### config.mk
export PLATFORM = sky130hd
export DESIGN_NAME = uart_baud_gen
export DESIGN_NICKNAME = d
export VERILOG_FILES = /design/src/rtl/uart_baud_gen_pkg.sv /design/src/rtl/uart_frac_prescaler.sv /design/src/rtl/uart_baud_gen.sv
export SDC_FILE = /design/constraint.sdc
export NUM_CORES = 1
export LEC_CHECK = 0
export CORE_ASPECT_RATIO = 1.75
export CORE_UTILIZATION = 39
export CTS_BUF_LIST = sky130_fd_sc_hd__clkbuf_2
export DETAILED_ROUTE_END_ITERATION = 16
export HOLD_SLACK_MARGIN = 0.15
export PLACE_DENSITY = 0.67
export REMOVE_ABC_BUFFERS = 1
export SYNTH_ARGS = -nofsm -noshare
export SYNTH_HDL_FRONTEND = slang
export SYNTH_SLANG_ARGS = --single-unit
### constraint.sdc
create_clock -name clk -period 10.89 [get_ports clk]
set_input_delay 2.178 -clock clk [delete_from_list [all_inputs] [get_ports clk]]
set_output_delay 2.178 -clock clk [all_outputs]
set_load 0.02 [all_outputs]
### src/rtl/uart_baud_gen_pkg.sv
// Shared UART bit-timing constants and the divisor config bundle used by TX/RX blocks.
package uart_pkg;

   localparam int UART_DIV_W        = 16;
   localparam int UART_FRAC_W       = 4;
   localparam int UART_OSR          = 16;
   localparam int UART_DEFAULT_DIV  = 4;
   localparam int UART_DEFAULT_FRAC = 0;

   typedef struct packed {
      logic [UART_DIV_W-1:0]  div_int;
      logic [UART_FRAC_W-1:0] div_frac;
   } uart_div_t;

endpackage

### src/rtl/uart_frac_prescaler.sv
// Fractional prescaler: period = D + carry(acc + F); os_tick is registered one cycle ahead.
module uart_frac_prescaler #(
   parameter int DIV_W  = 16,
   parameter int FRAC_W = 4
) (
   input  logic              clk,
   input  logic              rst_n,
   input  logic              run_i,
   input  logic              tick_en_i,
   input  logic [DIV_W-1:0]  div_i,
   input  logic [FRAC_W-1:0] frac_i,
   input  logic [DIV_W-1:0]  div_nxt_i,
   input  logic [FRAC_W-1:0] frac_nxt_i,
   output logic              wrap_o,
   output logic              tick_nxt_o,
   output logic              os_tick_o
);

   logic [DIV_W-1:0]  pc_q, pc_d;
   logic [FRAC_W-1:0] acc_q, acc_d;
   logic              os_tick_q;
   logic [FRAC_W:0]   sum, sum_nxt;
   logic [DIV_W:0]    per_m1, per_nxt_m1;

   always_comb begin
      sum    = {1'b0, acc_q} + {1'b0, frac_i};
      per_m1 = {1'b0, div_i} + (DIV_W+1)'(sum[FRAC_W]) - (DIV_W+1)'(1);
      wrap_o = run_i && ({1'b0, pc_q} >= per_m1);

      pc_d  = pc_q;
      acc_d = acc_q;
      if (!run_i) begin
         pc_d  = '0;
         acc_d = '0;
      end else if (wrap_o) begin
         pc_d  = '0;
         acc_d = sum[FRAC_W-1:0];
      end else begin
         pc_d  = pc_q + DIV_W'(1);
      end

      // Look ahead with the config that will be active next cycle so the tick can be a flop.
      sum_nxt    = {1'b0, acc_d} + {1'b0, frac_nxt_i};
      per_nxt_m1 = {1'b0, div_nxt_i} + (DIV_W+1)'(sum_nxt[FRAC_W]) - (DIV_W+1)'(1);
      tick_nxt_o = tick_en_i && ({1'b0, pc_d} == per_nxt_m1);
   end

   always_ff @(posedge clk or negedge rst_n) begin
      if (!rst_n) begin
         pc_q      <= '0;
         acc_q     <= '0;
         os_tick_q <= 1'b0;
      end else begin
         pc_q      <= pc_d;
         acc_q     <= acc_d;
         os_tick_q <= tick_nxt_o;
      end
   end

   assign os_tick_o = os_tick_q;

endmodule

### src/rtl/uart_baud_gen.sv
// UART bit-timing generator: shadowed divisor config, oversample index and bit/mid-bit strobes.
module uart_baud_gen
   import uart_pkg::*;
#(
   parameter int DIV_W        = UART_DIV_W,
   parameter int FRAC_W       = UART_FRAC_W,
   parameter int OSR          = UART_OSR,
   parameter int DEFAULT_DIV  = UART_DEFAULT_DIV,
   parameter int DEFAULT_FRAC = UART_DEFAULT_FRAC
) (
   input  logic                    clk,
   input  logic                    rst_n,
   input  logic                    en,
   input  logic                    sync,
   input  logic                    cfg_load,
   input  logic [DIV_W-1:0]        div_int,
   input  logic [FRAC_W-1:0]       div_frac,
   output logic                    os_tick,
   output logic [$clog2(OSR)-1:0]  os_idx,
   output logic                    bit_tick,
   output logic                    mid_tick,
   output logic                    cfg_pending,
   output logic                    cfg_err
);

   localparam int IDX_W = $clog2(OSR);

   logic [DIV_W-1:0]  da_q, da_d, ds_q, ds_d;
   logic [FRAC_W-1:0] fa_q, fa_d, fs_q, fs_d;
   logic              pend_q, pend_d;
   logic [IDX_W-1:0]  idx_q, idx_d;
   logic              bit_q, bit_d, mid_q, mid_d, err_q, err_d;
   logic              run, apply, tick_en, wrap, tick_nxt, os_tick_w;

   assign run = en && !sync && !err_q;

   always_comb begin
      da_d   = da_q;
      fa_d   = fa_q;
      ds_d   = ds_q;
      fs_d   = fs_q;
      pend_d = pend_q;
      // Idle (stopped, errored or restarting) generators take the shadow without waiting for a wrap.
      apply  = pend_q && (!run || wrap);

      if (cfg_load && sync) begin
         da_d   = div_int;
         fa_d   = div_frac;
         ds_d   = div_int;
         fs_d   = div_frac;
         pend_d = 1'b0;
      end else begin
         if (apply) begin
            da_d   = ds_q;
            fa_d   = fs_q;
            pend_d = 1'b0;
         end
         if (cfg_load) begin
            ds_d   = div_int;
            fs_d   = div_frac;
            pend_d = 1'b1;
         end
      end

      tick_en = en && (da_d != '0);
      err_d   = (da_d == '0);

      idx_d = idx_q;
      if (!run)
         idx_d = '0;
      else if (wrap)
         idx_d = (idx_q == IDX_W'(OSR-1)) ? '0 : idx_q + IDX_W'(1);

      bit_d = tick_nxt && (idx_d == IDX_W'(OSR-1));
      mid_d = tick_nxt && (idx_d == IDX_W'(OSR/2-1));
   end

   uart_frac_prescaler #(
      .DIV_W  (DIV_W),
      .FRAC_W (FRAC_W)
   ) u_presc (
      .clk        (clk),
      .rst_n      (rst_n),
      .run_i      (run),
      .tick_en_i  (tick_en),
      .div_i      (da_q),
      .frac_i     (fa_q),
      .div_nxt_i  (da_d),
      .frac_nxt_i (fa_d),
      .wrap_o     (wrap),
      .tick_nxt_o (tick_nxt),
      .os_tick_o  (os_tick_w)
   );

   always_ff @(posedge clk or negedge rst_n) begin
      if (!rst_n) begin
         da_q   <= DIV_W'(DEFAULT_DIV);
         fa_q   <= FRAC_W'(DEFAULT_FRAC);
         ds_q   <= DIV_W'(DEFAULT_DIV);
         fs_q   <= FRAC_W'(DEFAULT_FRAC);
         pend_q <= 1'b0;
         idx_q  <= '0;
         bit_q  <= 1'b0;
         mid_q  <= 1'b0;
         err_q  <= 1'b0;
      end else begin
         da_q   <= da_d;
         fa_q   <= fa_d;
         ds_q   <= ds_d;
         fs_q   <= fs_d;
         pend_q <= pend_d;
         idx_q  <= idx_d;
         bit_q  <= bit_d;
         mid_q  <= mid_d;
         err_q  <= err_d;
      end
   end

   assign os_tick     = os_tick_w;
   assign os_idx      = idx_q;
   assign bit_tick    = bit_q;
   assign mid_tick    = mid_q;
   assign cfg_pending = pend_q;
   assign cfg_err     = err_q;

endmodule
Word level (Yosys, flattened, before mapping):

Index checks and enable logic that the tools add are counted.

* input port bits: 25
* output and inout port bits: 9
* flip-flop bits (word level): 69

* reductions and logical operators: 17
* $add $sub $neg: 8
* equal/unequal tests: 4
* muxes and demuxes: 18
* order comparisons: 1

Operators with widths (number)
* 2-to-1 mux 16 bit: 6
* 2-to-1 mux 4 bit: 9
* adder 16 x 1 -> 17 bit: 2
* subtractor 17 x 1 -> 17 bit, second input constant: 2
* == test 16 x 17 -> 1 bit: 1
* greater-or-equal comparator 16 x 17 -> 1 bit: 1
* adder 16 x 1 -> 16 bit, second input constant: 1
* zero test 16 bit: 1
* nonzero test 16 bit: 1
* adder 4 x 4 -> 5 bit: 2
* logical AND 1 bit: 9
* == test 4 bit, second input constant: 2
* adder 4 x 1 -> 4 bit, second input constant: 1
* == test 4 x 3 -> 1 bit, second input constant: 1
* zero test 1 bit: 3
* 2-to-1 mux 1 bit: 3
* nonzero test 3 bit: 1
* nonzero test 2 bit: 1
* logical OR 1 bit: 1

Depth between registers and ports, before layout:

Gate-level depths: netlist (run 1).

* depth in word-level cells: 15
* gate-level depth with buffers: 35

Modules after synthesis:

From an unflattened synthesis (run 1), not the netlist that was laid out.

* cell total of the unflattened synthesis: 494
* area total of the unflattened synthesis: 4710.8 µm²

Modules (own cells, without submodules)
* uart_frac_prescaler: area an instance 2426.1 µm², cells an instance 286, seq. area each 525.5 µm², instances 1
* uart_baud_gen: area an instance 2284.7 µm², cells an instance 208, seq. area each 1203.7 µm², instances 1

Worst setup path after synthesis (run 1):

OpenSTA, ideal clock, no wires.

* path type: register to register
* start: register fa_q[0]
* end: register bit_q (netlist: bit_tick)
* library setup time: 0.122 ns
* stages on the path, launching flop included: 34
* required time: 10.768 ns
* arrival: 7.535 ns
* path buffers: 0
* path slack: 3.234 ns
* clock period less this slack: 7.656 ns
* cell sequence: dfrtp_1 -> ha_1 -> inv_1 -> fa_1 -> inv_1 -> a21o_1 -> a21oi_1 -> ha_1 -> ha_1 -> or4b_4 -> nand2b_1 -> or3_1 -> xor2_1 -> ha_1 -> a21o_1 -> a221o_1 -> a211oi_4 -> a21oi_1 -> nor2_1 -> a21oi_1 -> o21ai_0 -> ha_1 -> a31o_2 -> a21o_1 -> a21oi_1 -> ha_1 -> ha_1 -> inv_1 -> or4_4 -> and4bb_1 -> nand4_1 -> a2111oi_2 -> nand4_1 -> a2111oi_1

* word-level cells in the longest chain between the ends: 15
* elaborated cells on any way between the ends: 26

RTL lines
* from (decl): RTL line uart_baud_gen.sv:29 `logic [FRAC_W-1:0] fa_q, fa_d, fs_q, fs_d;`
* from (signal assigned): RTL line uart_baud_gen.sv:98 `fa_q <= FRAC_W'(DEFAULT_FRAC);`
* adder 4 x 4 -> 5 bit: RTL line uart_frac_prescaler.sv:26 `sum = {1'b0, acc_q} + {1'b0, frac_i};`
* adder 16 x 1 -> 17 bit: RTL line uart_frac_prescaler.sv:27 `per_m1 = {1'b0, div_i} + (DIV_W+1)'(sum[FRAC_W]) - (DIV_W+1)'(1);`
* subtractor 17 x 1 -> 17 bit: RTL line uart_frac_prescaler.sv:27
* greater-or-equal comparator 16 x 17 -> 1 bit: RTL line uart_frac_prescaler.sv:28 `wrap_o = run_i && ({1'b0, pc_q} >= per_m1);`
* logical AND 1 bit: RTL line uart_frac_prescaler.sv:28
* logical OR 1 bit: RTL line uart_baud_gen.sv:44 `apply = pend_q && (!run || wrap);`
* logical AND 1 bit: RTL line uart_baud_gen.sv:44
* 2-to-1 mux 4 bit: RTL line uart_baud_gen.sv:53 `if (apply) begin`
* 2-to-1 mux 4 bit: RTL line uart_baud_gen.sv:46 `if (cfg_load && sync) begin`
* net fa_d[1]: RTL line uart_baud_gen.sv:29
* adder 4 x 4 -> 5 bit: RTL line uart_frac_prescaler.sv:43 `sum_nxt = {1'b0, acc_d} + {1'b0, frac_nxt_i};`
* adder 16 x 1 -> 17 bit: RTL line uart_frac_prescaler.sv:44 `per_nxt_m1 = {1'b0, div_nxt_i} + (DIV_W+1)'(sum_nxt[FRAC_W]) - (DIV_W+1)'(1);`
* subtractor 17 x 1 -> 17 bit: RTL line uart_frac_prescaler.sv:44
* == test 16 x 17 -> 1 bit: RTL line uart_frac_prescaler.sv:45 `tick_nxt_o = tick_en_i && ({1'b0, pc_d} == per_nxt_m1);`
* logical AND 1 bit: RTL line uart_frac_prescaler.sv:45
* logical AND 1 bit: RTL line uart_baud_gen.sv:74 `bit_d = tick_nxt && (idx_d == IDX_W'(OSR-1));`
* net bit_d: RTL line uart_baud_gen.sv:32 `logic bit_q, bit_d, mid_q, mid_d, err_q, err_d;`
* to (signal assigned): RTL line uart_baud_gen.sv:113 `bit_q <= bit_d;`
* to (decl): RTL line uart_baud_gen.sv:32

The timed path passes the listed nets, and every way through them passes these cells.
A chain may end at the register's enable or synchronous reset.

Worst setup path in the final report (run 1):

* start: register fa_q[0]
* end: register mid_q (netlist: mid_tick)

* word-level cells in the longest chain between the ends: 15
* elaborated cells on any way between the ends: 26

RTL lines
* adder 4 x 4 -> 5 bit: RTL line uart_frac_prescaler.sv:26
* adder 16 x 1 -> 17 bit: RTL line uart_frac_prescaler.sv:27
* subtractor 17 x 1 -> 17 bit: RTL line uart_frac_prescaler.sv:27
* greater-or-equal comparator 16 x 17 -> 1 bit: RTL line uart_frac_prescaler.sv:28
* logical AND 1 bit: RTL line uart_frac_prescaler.sv:28
* logical OR 1 bit: RTL line uart_baud_gen.sv:44
* logical AND 1 bit: RTL line uart_baud_gen.sv:44
* 2-to-1 mux 4 bit: RTL line uart_baud_gen.sv:53
* 2-to-1 mux 4 bit: RTL line uart_baud_gen.sv:46
* net fa_d[1]: RTL line uart_baud_gen.sv:29
* adder 4 x 4 -> 5 bit: RTL line uart_frac_prescaler.sv:43
* adder 16 x 1 -> 17 bit: RTL line uart_frac_prescaler.sv:44
* subtractor 17 x 1 -> 17 bit: RTL line uart_frac_prescaler.sv:44
* == test 16 x 17 -> 1 bit: RTL line uart_frac_prescaler.sv:45
* logical AND 1 bit: RTL line uart_frac_prescaler.sv:45
* logical AND 1 bit: RTL line uart_baud_gen.sv:75 `mid_d = tick_nxt && (idx_d == IDX_W'(OSR/2-1));`
* net mid_d: RTL line uart_baud_gen.sv:32
* to (signal assigned): RTL line uart_baud_gen.sv:114 `mid_q <= mid_d;`
* to (decl): RTL line uart_baud_gen.sv:32

The timed path passes the listed nets, and every way through them passes these cells.

==> flow_metrics.env, run 1 <==
export IMPL_track_usage=0.2451
export IMPL_clkLatencyLatePin_ps=550
export IMPL_clk_pin_slew_ps=200
export IMPL_vdd_drop_max_v=0.00007300
export IMPL_hpwl_mm=11.54
export IMPL_syn_area_um2=4866
export IMPL_start_kind="flop"
export IMPL_post_route_min_period_ps=9078
export IMPL_cap_viol_max_count=0
export IMPL_ys_seq_elements=69
export IMPL_fin_tns_setup_ps=0
export IMPL_worstHoldStart="ds_q[1]"
export IMPL_start_util=0.4032
export IMPL_critPathMostFrequentCell="ha_1"
export IMPL_cpPeakStageDelay_ps=580
export IMPL_hold_depth=1
export IMPL_drt_iter0_drc=328
export IMPL_post_route_period_util=0.8336
export IMPL_crit_slowest_cell="or4_4"
export IMPL_worstMarginPinSlew_ps=917.5
export IMPL_syn_to_final_growth_pct=12.42
export IMPL_p_per_area_nw_per_um2=115.1
export IMPL_async_flop_share=1.000
export IMPL_die_h_um=149.8
export IMPL_ant_nets=0
export IMPL_final_cell_mix="67 x dfrtp_1, 51 x nor2_1, 45 x nand2_1, 32 x clkdlybuf4s50_1, 29 x ha_1"
export IMPL_cts_buffers=9
export IMPL_synth_edf_count=0
export IMPL_power_leakage_uw=0.002282
export IMPL_syn_avg_cell_area_um2=9.268
export IMPL_rsz0062_at_grt="no"
export IMPL_grt_pass1_vias=4533
export IMPL_io_buffers=33
export IMPL_reg2reg_depth=33
export IMPL_num_io_pins=34
export IMPL_nNetsFinal=615
export IMPL_ys_flop_type="dfrtp_1"
export IMPL_route_vias_total=4360
export IMPL_max_clock_freq_mhz=110.2
export IMPL_clockBufferDepth=2
export IMPL_drc=0
export IMPL_synth_cells=525
export IMPL_wl_per_cell_um=20.29
export IMPL_r2r_start="fa_q[0]"
export IMPL_outcome="completed"
export IMPL_cts_setup_buffers=0
export IMPL_fillerInstances=1211
export IMPL_synth_seq_area_share=0.3554
export IMPL_grt_pass1_wl_mm=23.61
export IMPL_hold_buffers=0
export IMPL_drtPass1Iterations=5
export IMPL_finalSetupViolations=0
export IMPL_finalHoldViolCount=0
export IMPL_critPathArrivalTime_ps=9510
export IMPL_finalClockSkew_ps=40.44
export IMPL_die_area_um2=12940
export IMPL_slew_headroom=0.3884
export IMPL_wirelength_mm=14.83
export IMPL_path_depth=33
export IMPL_cts_tree="done"
export IMPL_grt_max_degree=70
export IMPL_core_um2=12070
export IMPL_cts_root_buf="clkbuf_2"
export IMPL_antenna_found_initial=1
export IMPL_cts_resized=0
export IMPL_r2r_setup_slack_ps=1810
export IMPL_final_common_cell="dfrtp_1"
export IMPL_crit_family="compound AO/OA/AOI/OAI gates"
export IMPL_rows=53
export IMPL_critPathBufInv=3
export IMPL_regArea_um2=1729
export IMPL_hold_slack_ps=521.7
export IMPL_synth_warnings=0
export IMPL_drive_above_1_share=0.1027
export IMPL_globalRoute_totalOverflow=0
export IMPL_required_ps=11320
export IMPL_hold_path_class="reg2reg"
export IMPL_startpoint="fa_q[0]"
export IMPL_routed_via_density=5.964
export IMPL_cp_max_fo=10
export IMPL_maxSlewViolCount=0
export IMPL_critPathKind="reg2reg"
export IMPL_clock_sinks=69
export IMPL_multi_input_area_um2=3000
export IMPL_htreeDepth=3
export IMPL_worstSetupEndpointType="flop"
export IMPL_die_x_um=86.44
export IMPL_gp_congestion=1.051
export IMPL_synth_distinct_cells=74
[where the power goes]
part / leakage [µW] / internal (µW) / switching (µW)
logic: 0.00135 / 84.8 / 118
clock network: 0.0000559 / 28.7 / 94.0
registers: 0.000874 / 278 / 26.6
total: 0.00228 / 391 / 239
[kinds of logic after synthesis]
family | synth area share
fa+ha+maj | 0.07868
compound gates | 0.1944
flops | 0.3554
simple gates | 0.2029
xor+xnor | 0.08408
mux | 0.05657
buf+inv | 0.02803
[flip-flops by register name, indices dropped and copies added, names as in the netlist]
name and cells:
fa_q 4, u_presc.pc_q 16, cfg_pending 1, u_presc.acc_q 4, mid_tick 1, u_presc.os_tick_o 1
os_idx 4, da_q 16, fs_q 4, bit_tick 1, cfg_err 1, ds_q 16
[layer usage]
layer	track usage	vias to the layer above	wire, µm
met4	0.1767	0	1045
met2	0.4464	154	7870
met3	0.03806	64	682
met5	0	-	0
li1	-	2020	-
met1	0.2484	2122	5234
[synth_stat cells, types with 9 or more instances]
cell      count  area (µm²)
dfrtp_1      67        1677
nor2_1       51       191.4
nand2_1      45       168.9
ha_1         29       362.9
o21ai_0      23       115.1
xnor2_1      23       201.4
xor2_1       21       183.9
a21oi_1      20       100.1
mux2_2       20       225.2
inv_1        19       71.32
clkbuf_1     16       60.06
nand3_1      15       75.07
nor3_1       13       65.06
or3_1        11       68.82
a21o_1        9       67.56
[area by class of cell]
| type | count | area share |
|---|---|---|
| multi-input cells | 420 | 0.5485 |
| clock buffers | 11 | 0.01006 |
| clock inverters | 5 | 0.003660 |
| flip-flops and latches | 69 | 0.3161 |
| well taps | 165 | 0.03774 |
| repair buffers | 41 | 0.07045 |
| diodes | 1 | 0.0004575 |
| inverters | 19 | 0.01304 |
[metrics by stage]
| step | instance area, µm² | power [µW] | worst slack (ps) | instances | util |
|---|---|---|---|---|---|
| floorplan | 4801 | 434.8 | 3233 | 508 | - |
| global route | 5470 | 660.6 | 1263 | 731 | 0.4532 |
| global placement | 5393 | 504.1 | 2442 | 714 | 0.4468 |
| finish | 5470 | 629.7 | 1812 | 731 | 0.4532 |
| CTS | 5468 | 630.2 | 1947 | 730 | 0.4530 |
| detailed placement | 5393 | 508.0 | 1926 | 714 | 0.4468 |
[final timing paths]
kind | to
max | mid_tick
min | ds_q[1]
max reg2reg | mid_tick
min reg2reg | ds_q[1]
max in group asynchronous | da_q[15]
min in group asynchronous | ds_q[5]
Note: power is estimated with default switching activity, not from simulation.
==> run 2, diff against run 1 <==
clock period = 8.94 ns   (was 10.89 ns; I/O delays follow)
==> flow_metrics.env, run 2 (same netlist as run 1, synthesis figures left out) <==
export IMPL_rows=53
export IMPL_critPathKind="reg2reg"
export IMPL_nNetsFinal=618
export IMPL_cpPeakStageDelay_ps=590
export IMPL_outcome="completed"
export IMPL_grt_pass1_wl_mm=23.93
export IMPL_largestRegisters="da_q: 16 flops, ds_q: 16 flops, u_presc.pc_q: 16 flops"
export IMPL_drive_above_1_share=0.1144
export IMPL_num_io_pins=34
export IMPL_track_usage=0.2503
export IMPL_power_leakage_uw=0.002304
export IMPL_r2r_setup_slack_ps=430
export IMPL_drc=0
export IMPL_gp_congestion=1.009
export IMPL_hold_path_class="reg2reg"
export IMPL_syn_to_final_growth_pct=14.01
export IMPL_wirelength_mm=15.07
export IMPL_die_area_um2=12940
export IMPL_startpoint="fa_q[0]"
export IMPL_wl_per_cell_um=20.53
export IMPL_fin_tns_setup_ps=0
export IMPL_grt_max_degree=70
export IMPL_clockBufferDepth=2
export IMPL_post_route_min_period_ps=8512
export IMPL_cts_root_buf="clkbuf_2"
export IMPL_start_kind="flop"
export IMPL_post_route_period_util=0.9522
export IMPL_hold_buffers=0
export IMPL_route_vias_total=4386
export IMPL_worstSetupEndpointType="flop"
export IMPL_required_ps=9350
export IMPL_r2r_end="bit_tick"
export IMPL_clk_pin_slew_ps=200
export IMPL_reg2reg_depth=33
export IMPL_critPathArrivalTime_ps=8930
export IMPL_io_buffers=33
export IMPL_p_per_area_nw_per_um2=144.6
export IMPL_cp_max_fo=8
export IMPL_clock_sinks=69
export IMPL_drtPass1Iterations=7
export IMPL_worstMarginPinSlew_ps=927.9
export IMPL_regArea_um2=1729
export IMPL_max_clock_freq_mhz=117.5
export IMPL_hpwl_mm=11.77
export IMPL_die_x_um=86.44
export IMPL_multi_input_area_um2=3019
export IMPL_critPathCapture="bit_tick"
export IMPL_clkLatencyLatePin_ps=530
export IMPL_ant_nets=0
export IMPL_vdd_drop_max_v=0.0001405
export IMPL_finalHoldViolCount=0
export IMPL_die_h_um=149.8
export IMPL_crit_slowest_cell="or4_4"
export IMPL_fillerInstances=1210
export IMPL_routed_via_density=5.975
export IMPL_core_um2=12070
export IMPL_final_common_cell="dfrtp_1"
export IMPL_critPathMostFrequentCell="ha_1"
export IMPL_start_util=0.4032
export IMPL_cts_buffers=9
export IMPL_final_cell_mix="67 x dfrtp_1, 50 x nor2_1, 45 x nand2_1, 32 x clkdlybuf4s50_1, 29 x ha_1"
export IMPL_finalSetupViolations=0
export IMPL_htreeDepth=3
export IMPL_globalRoute_totalOverflow=0
export IMPL_cap_viol_max_count=0
export IMPL_drt_iter0_drc=284
export IMPL_maxSlewViolCount=0
export IMPL_cts_tree="done"
export IMPL_antenna_found_initial=1
export IMPL_slew_headroom=0.3776
export IMPL_grt_pass1_vias=4599
export IMPL_total_power_uw=802.2
export IMPL_rsz0062_at_grt="no"
export IMPL_r2r_start="fa_q[0]"
export IMPL_finalClockSkew_ps=23.87
==> run 2: changes by cell type in the layout (fill, tap and decap cells not counted), sizes merged <==
cell / delta
buf: +3
clkinvlp: +2
clkbuf: -2
clkinv: -1
bufinv: +1
==> run 2: layer usage <==
metal / global-route usage / up-vias / wire (µm)
met5: 0 / - / 0
met1: 0.2572 / 2136 / 5481
li1: - / 2030 / -
met3: 0.03751 / 65 / 532
met2: 0.4504 / 155 / 7901
met4: 0.1858 / 0 / 1153
==> run 2: metrics by stage <==
stage | util | std cells | cell area [µm²] | worst slack [ps] | hold WS (ps)
3_5_place_dp | 0.4481 | 716 | 5408 | 63.11 | 497.0
6_report | 0.4597 | 734 | 5548 | 427.7 | 534.4
4_1_cts | 0.4573 | 732 | 5519 | 22.88 | 537.0
5_1_grt | 0.4597 | 734 | 5548 | 45.62 | 544.4
3_3_place_gp | 0.4481 | 716 | 5408 | 393.4 | 490.1
2_1_floorplan | - | 508 | 4801 | 1283 | 472.1
==> run 2: power breakdown <==
part           internal [µW]  leakage [µW]  switching [µW]  total [µW]
Combinational            104       0.00137             145         249
Sequential               338      0.000874            32.4         371
Clock                   62.4     0.0000630             120         182
==> run 2: area by class of cell <==
| type | count | share of cell area |
|---|---|---|
| multi-input combinational | 420 | 0.5442 |
| sequential | 69 | 0.3117 |
| timing repair buffer | 44 | 0.07352 |
| tap | 165 | 0.03721 |
| inverter | 19 | 0.01286 |
| clock inverter | 7 | 0.01195 |
| clock buffer | 9 | 0.008119 |
| antenna | 1 | 0.0004511 |
==> run 2: worst min path at each step <==
stage / depth (start not counted) / endpoint / from / slack, ps
after global placement: 1 / ds_q[1] / ds_q[1] / 490
after global routing: 1 / ds_q[8] / ds_q[8] / 540
final: 1 / ds_q[7] / ds_q[7] / 530
after CTS: 1 / ds_q[8] / ds_q[8] / 540
after detailed placement: 1 / ds_q[8] / ds_q[8] / 500
after floorplan: 1 / ds_q[1] / ds_q[1] / 470
==> run 2: timing repair <==
action,in CTS,in global routing
hold endpoints to repair,0,0
endpoints found under the setup margin,0,3
setup buffers,0,1
gates resized for setup,0,4
==> run 2: worst max-delay path: cells and delay by family, from the launching register on <==
family | cells | cell delay (ps)
buffers and inverters | 3 | 210
flip-flops | 1 | 430
AND/OR/NAND/NOR | 6 | 2120
AO/OA/AOI/OAI | 15 | 3680
adder cells (fa/ha/maj) | 8 | 1760
XOR/XNOR | 1 | 160
==> run 3, diff against run 2 <==
SETUP_SLACK_MARGIN = 0.05   (was default)
SKIP_LAST_GASP = 1   (was default)
==> flow_metrics.env, run 3 (same netlist as run 1, synthesis figures left out) <==
export IMPL_clkLatencyLatePin_ps=530
export IMPL_worstMarginPinSlew_ps=966.6
export IMPL_cts_buffers=9
export IMPL_rsz0062_at_grt="no"
export IMPL_hpwl_mm=11.77
export IMPL_fin_area_um2=5560
export IMPL_antenna_found_initial=1
export IMPL_p_per_area_nw_per_um2=144.2
export IMPL_grt_max_degree=70
export IMPL_grt_pass1_vias=4599
export IMPL_finalHoldViolCount=0
export IMPL_hold_depth=1
export IMPL_cts_tree="done"
export IMPL_worstHoldStart="ds_q[7]"
export IMPL_start_kind="flop"
export IMPL_drc=0
export IMPL_drive_above_1_share=0.1178
export IMPL_critPathKind="reg2reg"
export IMPL_fin_tns_setup_ps=0
export IMPL_power_leakage_uw=0.002309
export IMPL_outcome="completed"
export IMPL_route_vias_total=4428
export IMPL_max_clock_freq_mhz=117.0
export IMPL_largestRegisters="da_q: 16 flops, ds_q: 16 flops, u_presc.pc_q: 16 flops"
export IMPL_fillerInstances=1208
export IMPL_slew_headroom=0.3517
export IMPL_cpPeakStageDelay_ps=590
export IMPL_globalRoute_totalOverflow=0
export IMPL_reg2reg_depth=34
export IMPL_hold_path_end="ds_q[7]"
export IMPL_grt_pass1_wl_mm=23.93
export IMPL_die_h_um=149.8
export IMPL_drtPass1Iterations=5
export IMPL_start_util=0.4032
export IMPL_rows=53
export IMPL_required_ps=9370
export IMPL_hold_buffers=0
export IMPL_postPlaceCellArea_um2=5408
export IMPL_worstSetupEndpointType="flop"
export IMPL_wirelength_mm=15.12
export IMPL_hold_path_class="reg2reg"
export IMPL_crit_slowest_cell="or4_4"
export IMPL_wl_per_cell_um=20.57
export IMPL_io_buffers=33
export IMPL_gp_congestion=1.009
export IMPL_clock_sinks=69
export IMPL_critPathArrivalTime_ps=8980
export IMPL_num_io_pins=34
export IMPL_track_usage=0.2503
export IMPL_cap_viol_max_count=0
export IMPL_ant_nets=0
export IMPL_htreeDepth=3
export IMPL_die_area_um2=12940
export IMPL_nNetsFinal=619
export IMPL_final_common_cell="dfrtp_1"
export IMPL_core_um2=12070
export IMPL_r2r_end="mid_tick"
export IMPL_post_route_period_util=0.9564
export IMPL_fin_util=0.4607
export IMPL_cts_root_buf="clkbuf_2"
export IMPL_finalSetupViolations=0
export IMPL_maxSlewViolCount=0
export IMPL_final_cell_mix="67 x dfrtp_1, 50 x nor2_1, 45 x nand2_1, 32 x clkdlybuf4s50_1, 29 x ha_1"
export IMPL_drt_iter0_drc=311
export IMPL_clk_pin_slew_ps=200
export IMPL_r2r_start="fa_q[0]"
export IMPL_die_x_um=86.44
export IMPL_vdd_drop_max_v=0.0001403
export IMPL_dp_slack_ps=63.11
export IMPL_clockBufferDepth=2
export IMPL_r2r_setup_slack_ps=390
export IMPL_timing_final_ws_setup_ps=389.7
export IMPL_cp_max_fo=8
export IMPL_routed_via_density=6.024
export IMPL_total_power_uw=802.0
export IMPL_post_route_min_period_ps=8550
export IMPL_syn_to_final_growth_pct=14.27
export IMPL_finalClockSkew_ps=21.96
export IMPL_critPathMostFrequentCell="ha_1"
[run 3: cell count changes in the layout (fill, tap and decap cells not counted)]
cell       delta
a2111oi_1     -1
buf_4         +1
a2111oi_2     +1
[run 3: layout make-up]
cell class,count,area [µm²],share of cell area
clock inverter,7,66.31,0.01193
tap,165,206.4,0.03713
sequential,69,1729,0.3110
multi-input combinational,420,3024,0.5439
inverter,19,71.32,0.01283
antenna,1,2.502,0.0004500
clock buffer,9,45.04,0.008101
timing repair buffer,45,415.4,0.07471
[run 3: what timing repair did]
| item | in CTS | in global routing |
|---|---|---|
| resized for setup | 1 | 4 |
| pin swaps | 0 | 1 |
| setup buffers | 0 | 2 |
| endpoints found under the hold margin | 0 | 0 |
| cloned | 0 | 0 |
| endpoints found under the setup margin | 1 | 3 |
[run 3: report_power, final]
group	internal, µW	leakage [µW]	switching (µW)	total (µW)
Clock	62.4	0.0000630	120	182
Sequential	338	0.000874	32.2	370
Combinational	105	0.00137	145	250
Total	505	0.00231	297	802
[run 3: per-stage QoR]
step	hold slack, ps	std cells
2_1_floorplan	472.1	508
3_3_place_gp	490.1	716
3_5_place_dp	497.0	716
4_1_cts	537.0	732
5_1_grt	544.4	735
6_report	533.9	735
[run 3: how the worst max path moves through the flow]
stage | end | slack (ps) | cells past startpoint | startpoint
after detailed placement | bit_tick | 60 | 33 | fa_q[0]
after floorplan | bit_tick | 1280 | 33 | fa_q[0]
after global routing | mid_tick | 50 | 35 | fa_q[0]
final | mid_tick | 390 | 34 | fa_q[0]
after global placement | mid_tick | 390 | 33 | fa_q[0]
after CTS | bit_tick | 140 | 31 | fa_q[0]
[run 3: worst max-delay path, delay by kind of cell (launching register included)]
| kind | cells | cell delay (ps) |
|---|---|---|
| buffers and inverters | 4 | 400 |
| adders and majority gates | 8 | 1770 |
| and+or+nand+nor | 7 | 2440 |
| DFF | 1 | 430 |
| xor gates and xnor gates | 1 | 160 |
| AOI/OAI and AO/OA | 14 | 3250 |
[run 3: routing by layer]
layer	global-route usage	up-vias	wire length [µm]	part of all wire
met4	0.1858	0	1228	0.081
met5	0	-	0	0
li1	-	2033	-	-
met3	0.03751	75	618	0.041
met1	0.2572	2156	5425	0.36
met2	0.4504	164	7849	0.52
